[src/rtl/riscv_csr_access_unit.sv]
// ---------------------------------------------------------------------------
// riscv_csr_access_unit
//
// Initiator side of the CSR register-file port. Decoded CSR/system requests
// from the execute stage are turned into sequenced address / write-data /
// write-enable cycles on a CSR file that has one combinational read port and
// one synchronous write port. It returns the old CSR value for rd on CSR ops,
// or a redirect PC for ECALL (mtvec) and MRET (mepc).
//
// Sequences:
//   RW/RS/RC : IDLE -> READ -> WRITE -> RESP
//   ECALL    : IDLE -> EPC -> CAUSE -> VEC -> RESP
//   MRET     : IDLE -> VEC -> RESP
//   NONE/bad : IDLE -> RESP
//
// Ports:
//   clk, rst_n          clock, asynchronous active-low reset
//   req_valid/req_ready request handshake (ready only in IDLE)
//   req_op              0 NONE, 1 RW, 2 RS, 3 RC, 4 ECALL, 5 MRET, else illegal
//   req_addr            12-bit CSR address
//   req_src             rs1 value or zero-extended zimm
//   req_src_is_x0       rs1/zimm index is zero
//   req_pc              PC of the instruction
//   csr_addr/csr_wdata  CSR file address (zero-extended) and write data
//   csr_we              CSR file write strobe, one cycle per write
//   csr_rdata           CSR file combinational read data
//   rsp_valid           one-cycle completion pulse
//   rsp_rdata           old CSR value on CSR ops, 0 otherwise
//   rsp_redirect/rsp_pc redirect target for ECALL/MRET
//   rsp_illegal         illegal request
//
// Optional feature macro: CSR_RO_CHECK_EN
//   When defined, a CSR op that would write into the read-only space
//   (addr[11:10] == 2'b11) still reads, suppresses the write and reports
//   rsp_illegal with the old value. When undefined, no address check is done.
// ---------------------------------------------------------------------------
module riscv_csr_access_unit #(
    parameter int          WORD_LENGTH = 32,
    parameter logic [11:0] MEPC_ADDR   = 12'h341,
    parameter logic [11:0] MCAUSE_ADDR = 12'h342,
    parameter logic [11:0] MTVEC_ADDR  = 12'h305,
    parameter int          ECALL_CAUSE = 11
) (
    input  logic                   clk,
    input  logic                   rst_n,
    input  logic                   req_valid,
    output logic                   req_ready,
    input  logic [2:0]             req_op,
    input  logic [11:0]            req_addr,
    input  logic [WORD_LENGTH-1:0] req_src,
    input  logic                   req_src_is_x0,
    input  logic [WORD_LENGTH-1:0] req_pc,
    output logic [WORD_LENGTH-1:0] csr_addr,
    output logic [WORD_LENGTH-1:0] csr_wdata,
    output logic                   csr_we,
    input  logic [WORD_LENGTH-1:0] csr_rdata,
    output logic                   rsp_valid,
    output logic [WORD_LENGTH-1:0] rsp_rdata,
    output logic                   rsp_redirect,
    output logic [WORD_LENGTH-1:0] rsp_pc,
    output logic                   rsp_illegal
);

    localparam logic [2:0] OP_NONE  = 3'd0;
    localparam logic [2:0] OP_RW    = 3'd1;
    localparam logic [2:0] OP_RS    = 3'd2;
    localparam logic [2:0] OP_RC    = 3'd3;
    localparam logic [2:0] OP_ECALL = 3'd4;
    localparam logic [2:0] OP_MRET  = 3'd5;

    typedef enum logic [2:0] {
        ST_IDLE,
        ST_READ,
        ST_WRITE,
        ST_EPC,
        ST_CAUSE,
        ST_VEC,
        ST_RESP
    } state_t;

    function automatic logic [WORD_LENGTH-1:0] zext_addr(input logic [11:0] a);
        zext_addr = {{(WORD_LENGTH-12){1'b0}}, a};
    endfunction

    state_t                 state_q, state_d;
    logic [2:0]             op_q, op_d;
    logic [11:0]            addr_q, addr_d;
    logic [WORD_LENGTH-1:0] src_q, src_d;
    logic                   src_is_x0_q, src_is_x0_d;
    logic [WORD_LENGTH-1:0] old_q, old_d;
    logic [WORD_LENGTH-1:0] csr_addr_q, csr_addr_d;
    logic [WORD_LENGTH-1:0] csr_wdata_q, csr_wdata_d;
    logic                   csr_we_q, csr_we_d;
    logic                   rsp_valid_q, rsp_valid_d;
    logic [WORD_LENGTH-1:0] rsp_rdata_q, rsp_rdata_d;
    logic                   rsp_redirect_q, rsp_redirect_d;
    logic [WORD_LENGTH-1:0] rsp_pc_q, rsp_pc_d;
    logic                   rsp_illegal_q, rsp_illegal_d;

    logic                   ro_violation;
    logic                   wants_write;
    logic [WORD_LENGTH-1:0] rmw_value;

    // A CSR op writes unless it is a set/clear whose source register is x0,
    // which architecturally must behave as a pure read.
    assign wants_write = (op_q == OP_RW) || !src_is_x0_q;

`ifdef CSR_RO_CHECK_EN
    // Writes into the read-only CSR space are turned into an illegal response
    // that still returns the old value.
    assign ro_violation = (addr_q[11:10] == 2'b11) && wants_write;
`else
    assign ro_violation = 1'b0;
`endif

    // Read-modify-write data is formed from the live read port in the READ
    // cycle, at the same edge that captures the old value.
    always_comb begin
        case (op_q)
            OP_RW:   rmw_value = src_q;
            OP_RS:   rmw_value = csr_rdata | src_q;
            default: rmw_value = csr_rdata & ~src_q;
        endcase
    end

    // Next-state and next-output logic. All CSR port and response outputs are
    // registered, so each state prepares the values the following state must
    // present. The ECALL PC goes straight into the write-data register at
    // accept time, so no separate PC latch is kept.
    always_comb begin
        state_d        = state_q;
        op_d           = op_q;
        addr_d         = addr_q;
        src_d          = src_q;
        src_is_x0_d    = src_is_x0_q;
        old_d          = old_q;
        csr_addr_d     = csr_addr_q;
        csr_wdata_d    = csr_wdata_q;
        csr_we_d       = 1'b0;
        rsp_valid_d    = 1'b0;
        rsp_rdata_d    = '0;
        rsp_redirect_d = 1'b0;
        rsp_pc_d       = '0;
        rsp_illegal_d  = 1'b0;

        case (state_q)
            ST_IDLE: begin
                if (req_valid) begin
                    op_d        = req_op;
                    addr_d      = req_addr;
                    src_d       = req_src;
                    src_is_x0_d = req_src_is_x0;
                    case (req_op)
                        OP_RW, OP_RS, OP_RC: begin
                            state_d    = ST_READ;
                            csr_addr_d = zext_addr(req_addr);
                        end
                        OP_ECALL: begin
                            state_d     = ST_EPC;
                            csr_addr_d  = zext_addr(MEPC_ADDR);
                            csr_wdata_d = req_pc;
                            csr_we_d    = 1'b1;
                        end
                        OP_MRET: begin
                            state_d    = ST_VEC;
                            csr_addr_d = zext_addr(MEPC_ADDR);
                        end
                        OP_NONE: begin
                            state_d     = ST_RESP;
                            rsp_valid_d = 1'b1;
                        end
                        default: begin
                            state_d       = ST_RESP;
                            rsp_valid_d   = 1'b1;
                            rsp_illegal_d = 1'b1;
                        end
                    endcase
                end
            end
            ST_READ: begin
                state_d    = ST_WRITE;
                old_d      = csr_rdata;
                csr_addr_d = zext_addr(addr_q);
                if (wants_write && !ro_violation) begin
                    csr_wdata_d = rmw_value;
                    csr_we_d    = 1'b1;
                end
            end
            ST_WRITE: begin
                state_d       = ST_RESP;
                rsp_valid_d   = 1'b1;
                rsp_rdata_d   = old_q;
                rsp_illegal_d = ro_violation;
            end
            ST_EPC: begin
                state_d     = ST_CAUSE;
                csr_addr_d  = zext_addr(MCAUSE_ADDR);
                csr_wdata_d = WORD_LENGTH'(ECALL_CAUSE);
                csr_we_d    = 1'b1;
            end
            ST_CAUSE: begin
                state_d    = ST_VEC;
                csr_addr_d = zext_addr(MTVEC_ADDR);
            end
            ST_VEC: begin
                state_d        = ST_RESP;
                rsp_valid_d    = 1'b1;
                rsp_redirect_d = 1'b1;
                rsp_pc_d       = csr_rdata;
            end
            ST_RESP: begin
                state_d = ST_IDLE;
            end
            default: begin
                state_d = ST_IDLE;
            end
        endcase
    end

    // State and output registers; reset aborts any sequence in flight and
    // drops a pending write strobe immediately.
    always_ff @(posedge clk or negedge rst_n) begin
        if (!rst_n) begin
            state_q        <= ST_IDLE;
            op_q           <= OP_NONE;
            addr_q         <= '0;
            src_q          <= '0;
            src_is_x0_q    <= 1'b0;
            old_q          <= '0;
            csr_addr_q     <= '0;
            csr_wdata_q    <= '0;
            csr_we_q       <= 1'b0;
            rsp_valid_q    <= 1'b0;
            rsp_rdata_q    <= '0;
            rsp_redirect_q <= 1'b0;
            rsp_pc_q       <= '0;
            rsp_illegal_q  <= 1'b0;
        end else begin
            state_q        <= state_d;
            op_q           <= op_d;
            addr_q         <= addr_d;
            src_q          <= src_d;
            src_is_x0_q    <= src_is_x0_d;
            old_q          <= old_d;
            csr_addr_q     <= csr_addr_d;
            csr_wdata_q    <= csr_wdata_d;
            csr_we_q       <= csr_we_d;
            rsp_valid_q    <= rsp_valid_d;
            rsp_rdata_q    <= rsp_rdata_d;
            rsp_redirect_q <= rsp_redirect_d;
            rsp_pc_q       <= rsp_pc_d;
            rsp_illegal_q  <= rsp_illegal_d;
        end
    end

    assign req_ready    = (state_q == ST_IDLE);
    assign csr_addr     = csr_addr_q;
    assign csr_wdata    = csr_wdata_q;
    assign csr_we       = csr_we_q;
    assign rsp_valid    = rsp_valid_q;
    assign rsp_rdata    = rsp_rdata_q;
    assign rsp_redirect = rsp_redirect_q;
    assign rsp_pc       = rsp_pc_q;
    assign rsp_illegal  = rsp_illegal_q;

endmodule

[config.mk]
export PLATFORM = sky130hd
export DESIGN_NAME = riscv_csr_access_unit
export DESIGN_NICKNAME = d
export VERILOG_FILES = /design/src/rtl/riscv_csr_access_unit.sv
export SDC_FILE = /design/constraint.sdc
export NUM_CORES = 1
export LEC_CHECK = 0
export ABC_AREA = 1
export BUFFER_PORTS_ARGS = -buffer_cell sky130_fd_sc_hd__buf_2
export CORE_UTILIZATION = 56
export DETAILED_ROUTE_END_ITERATION = 7
export PLACE_DENSITY = 0.86
export SLEW_MARGIN = 20
export SYNTH_ARGS = -nofsm -noshare
export SYNTH_HDL_FRONTEND = slang
export SYNTH_SLANG_ARGS = --single-unit
export TNS_END_PERCENT = 1
[constraint.sdc]
create_clock -name clk -period 4.25 [get_ports clk]
set_input_delay 0.85 -clock clk [delete_from_list [all_inputs] [get_ports clk]]
set_output_delay 0.85 -clock clk [all_outputs]
set_load 0.01 [all_outputs]
==> summary by stage <==
Flow run
Across the run, the number of max-cap violations was 0.

Worst setup path
Walking the worst path, the cells encountered are inv_1 > nand2_2 > nor2_4 > buf_4 > buf_4 > o21ai_0. The largest incremental delay on the critical path is approximately 680 ps. The most numerous cell type found on the critical path is sky130_fd_sc_hd__buf_4.

STA classifies the critical path startpoint as a flop. On the critical path, the stage with the largest delay is an instance of sky130_fd_sc_hd__nor2_4. Along the worst path, the maximum fanout reaches 40.

At the worst endpoint, the required time is 4550 ps. By startpoint and endpoint, the worst setup path is classified as flop to flop. STA classifies the critical path endpoint as a flop. The data arrival at the endpoint of the critical path is 3130 ps.

Pwr
The worst voltage drop across the vdd grid is 0.000363 V. The power density over the cells is 707 mW/mm^2. In this run the static leakage power is 5.88 nW.

Synth
Synthesis handed over a netlist of 1002 instances. Summing every instance area after synthesis gives 0.00830 sq mm. The total of flip-flops plus latches after synthesis is roughly 200. The average instance in the mapped netlist occupies 8.29 sq um. During synthesis, Yosys emitted a total of 0 warnings. For this run, the register share of the synthesized area comes to 58.8%. Synthesis instantiated 22 different standard cells from the library.

Timing
Measured against its own limit, the worst slew margin works out to between 40% and 50%. The max-slew violation count is 0. The upper clock frequency limit is between 0.3 and 0.4 GHz.

The part of the cycle the worst path needs is 66.7%. Clock skew on the completed layout was measured at 6.72 ps. Hold timing on the final database bottoms out at a slack of 473 ps. At the pin with the least slew margin, the transition time is 774 ps. The clock period minus worst slack is 2840 ps.

The number of hold violations in the final report was 0. In the final timing run, aggregate negative setup slack is 0 ps. The final number of setup-violating endpoints is 0. Setup repair after global routing left no endpoint under its margin.

Layout
Leaving out fill and tap cells, the most frequent cells in the layout are sky130_fd_sc_hd__nand2_1 (371), sky130_fd_sc_hd__buf_2 (226), sky130_fd_sc_hd__dfrtp_1 (195). The most frequent standard cell in the layout excluding fill and tap cells is sky130_fd_sc_hd__nand2_1. Of the cells placed in the final design, the portion with a size suffix greater than 1 is 22.9%. The net count reported at finish is 1324. From synthesis to final layout, the design area changed by 21.0%.

Detailed routing
The final antenna-violating net count is 0. The per-cell via count in the routed design is 5.06. The detailed-routing iteration count for the pre-antenna-repair pass is 7. The highest layer touched by signal routing is met5. The starting DRC count in detailed routing is 563.

The final layout contains routed wiring with a total length of around 21 mm. In the routed design, unresolved DRC markers number 0. Detailed routing placed a total of 1.50 mm of wire on met3. Summed over all nets, wire length on met2 after detailed routing comes to roughly 9.8 mm.

After detailed routing, the wire length on met1 is 9.15 mm. In the final routed layout, each cell accounts on average for around 15 um. Across all layers, the routed design uses 7118 vias.

Status
The flow ran to the end, and the final reports show no timing, DRC or antenna violations.

CTS
After clock tree synthesis, the clock-pin slew on the worst setup and hold paths is 70 ps. The number of setup buffers added after CTS is 0. In this run the number of H-tree levels came out at 4. CTS placed an instance of sky130_fd_sc_hd__clkbuf_16 at the clock tree root. The number of hold buffers added after cts is 0. The clock net sink count is around 200.

TritonCTS created 17 clock buffers. Post-CTS repair changed the size of 0 cells. The CTS tree is built. The clock latency reported for the late side of the worst-skew pair is 430 ps. The clock passes through at most 2 buffers.

Floorplan
For this configuration, the core starts out at a cell density of 57.4%. The core region is 0.0145 sq mm. The number of top-level design ports is 248.

Measured along the y axis, the die boundary spans 124 um. The row count is 44. The die boundary width is 124 um. The die covers 0.0153 sq mm.

Placed design
The number of port buffers is 227. The wire-length estimate of the detail-placed layout is roughly 15 mm. At the end of routability-driven placement, the weighted congestion stood at 0.854.

GRT
Global routing used 29.2% of the available tracks across all layers. For this run the aggregate overflow at the end of global routing stands at 0. The initial antenna violation count is 2.

The first global-routing pass estimated roughly 33 mm of wire. The number of global-route vias before repair is 6786. The maximum number of pins on one net before global-route repair is 97.

Worst hold path
The path class of the tightest hold or removal check is flop to flop.
final cells by class:
class / count / area (sq um)
antenna: 1 / 2.50
clock buffer: 19 / 443
clock inverter: 12 / 155
fill: 1130 / 4430
inverter: 111 / 417
multi-input combinational: 648 / 2700
sequential: 195 / 4880
tap: 184 / 230
timing repair buffer: 236 / 1220
final timing paths:
check | slack, ps | to | cells after the start | start
setup reg to reg | 1410 | old_q[8] | 6 | state_q[2]
min in group asynchronous | 480 | rsp_rdata[23] | 1 | rst_n
hold reg to reg | 470 | addr_q[6] | 2 | addr_q[6]
max in group asynchronous | 2920 | rsp_rdata[5] | 2 | rst_n
setup / recovery | 1410 | old_q[8] | 6 | state_q[2]
hold / removal | 470 | addr_q[6] | 2 | addr_q[6]
where the power goes:
part           total (mW)  leakage (nW)  internal, mW  switching [mW]
sequential           2.89          2.51          2.56           0.332
combinational        2.58          3.07         0.856            1.72
clock                1.63         0.290         0.941           0.692
sequential cells by signal, indices dropped and copies added, names as in the netlist:
name and count:
csr_wdata 32, old_q 32, rsp_pc 32, rsp_rdata 32, src_q 32, addr_q 12
csr_addr 12, op_q 3, state_q 3, csr_we 1, rsp_illegal 1, rsp_redirect 1
rsp_valid 1, src_is_x0_q 1
per-stage QoR:
step	total power [mW]	setup WS (ps)	utilization (%)	area [sq um]	std cells
detailed placement	5.47	1280	65.2	9450	1374
global placement	5.35	1360	65.2	9450	1374
global route	7.65	1180	69.4	10000	1406
floorplan	4.63	2500	-	8380	1021
CTS	7.12	1410	69.4	10000	1405
finish	7.10	1410	69.4	10000	1406
cell usage after synthesis:
library cell / n / area [sq um]
sky130_fd_sc_hd__a21oi_1: 10 / 50.1
sky130_fd_sc_hd__inv_2: 4 / 15.0
sky130_fd_sc_hd__conb_1: 1 / 3.75
sky130_fd_sc_hd__nand2_2: 3 / 18.8
sky130_fd_sc_hd__inv_1: 107 / 402
sky130_fd_sc_hd__nor2_1: 79 / 297
sky130_fd_sc_hd__buf_2: 20 / 100
sky130_fd_sc_hd__nand2_1: 371 / 1390
sky130_fd_sc_hd__clkbuf_1: 20 / 75.1
sky130_fd_sc_hd__nand3_1: 72 / 360
sky130_fd_sc_hd__buf_6: 3 / 33.8
sky130_fd_sc_hd__or2_2: 3 / 18.8
sky130_fd_sc_hd__nand3_2: 1 / 10.0
sky130_fd_sc_hd__buf_4: 24 / 180
sky130_fd_sc_hd__nor2_2: 1 / 6.26
sky130_fd_sc_hd__o21ai_0: 77 / 385
sky130_fd_sc_hd__o21bai_1: 2 / 15.0
sky130_fd_sc_hd__nand3b_1: 1 / 7.51
sky130_fd_sc_hd__o21ai_1: 5 / 25.0
sky130_fd_sc_hd__dfrtp_1: 195 / 4880
sky130_fd_sc_hd__a31oi_1: 1 / 6.26
sky130_fd_sc_hd__nor2_4: 2 / 22.5
cells by family after synthesis:
| family | Yosys count | synth area share (%) |
|---|---|---|
| DFF | 195 | 58.8 |
| AOI/OAI and AO/OA | 95 | 5.80 |
| buffers and inverters | 178 | 9.70 |
| other | 1 | 0.0452 |
| and+or+nand+nor | 533 | 25.7 |
metal layers:
metal  vias to the layer above  GRT usage, %
met2                       326          44.1
met5                         -             0
met4                         2          13.2
li1                       3422             -
met3                        63          6.00
met1                      3305          40.6
worst max-delay path, delay by kind of cell (launching register included):
kind	cells	cell delay [ps]
AO/OA/AOI/OAI	1	130
buffers and inverters	3	990
flip-flops	1	400
AND/OR/NAND/NOR	2	1140
Note: power is estimated with default switching activity, not from simulation.
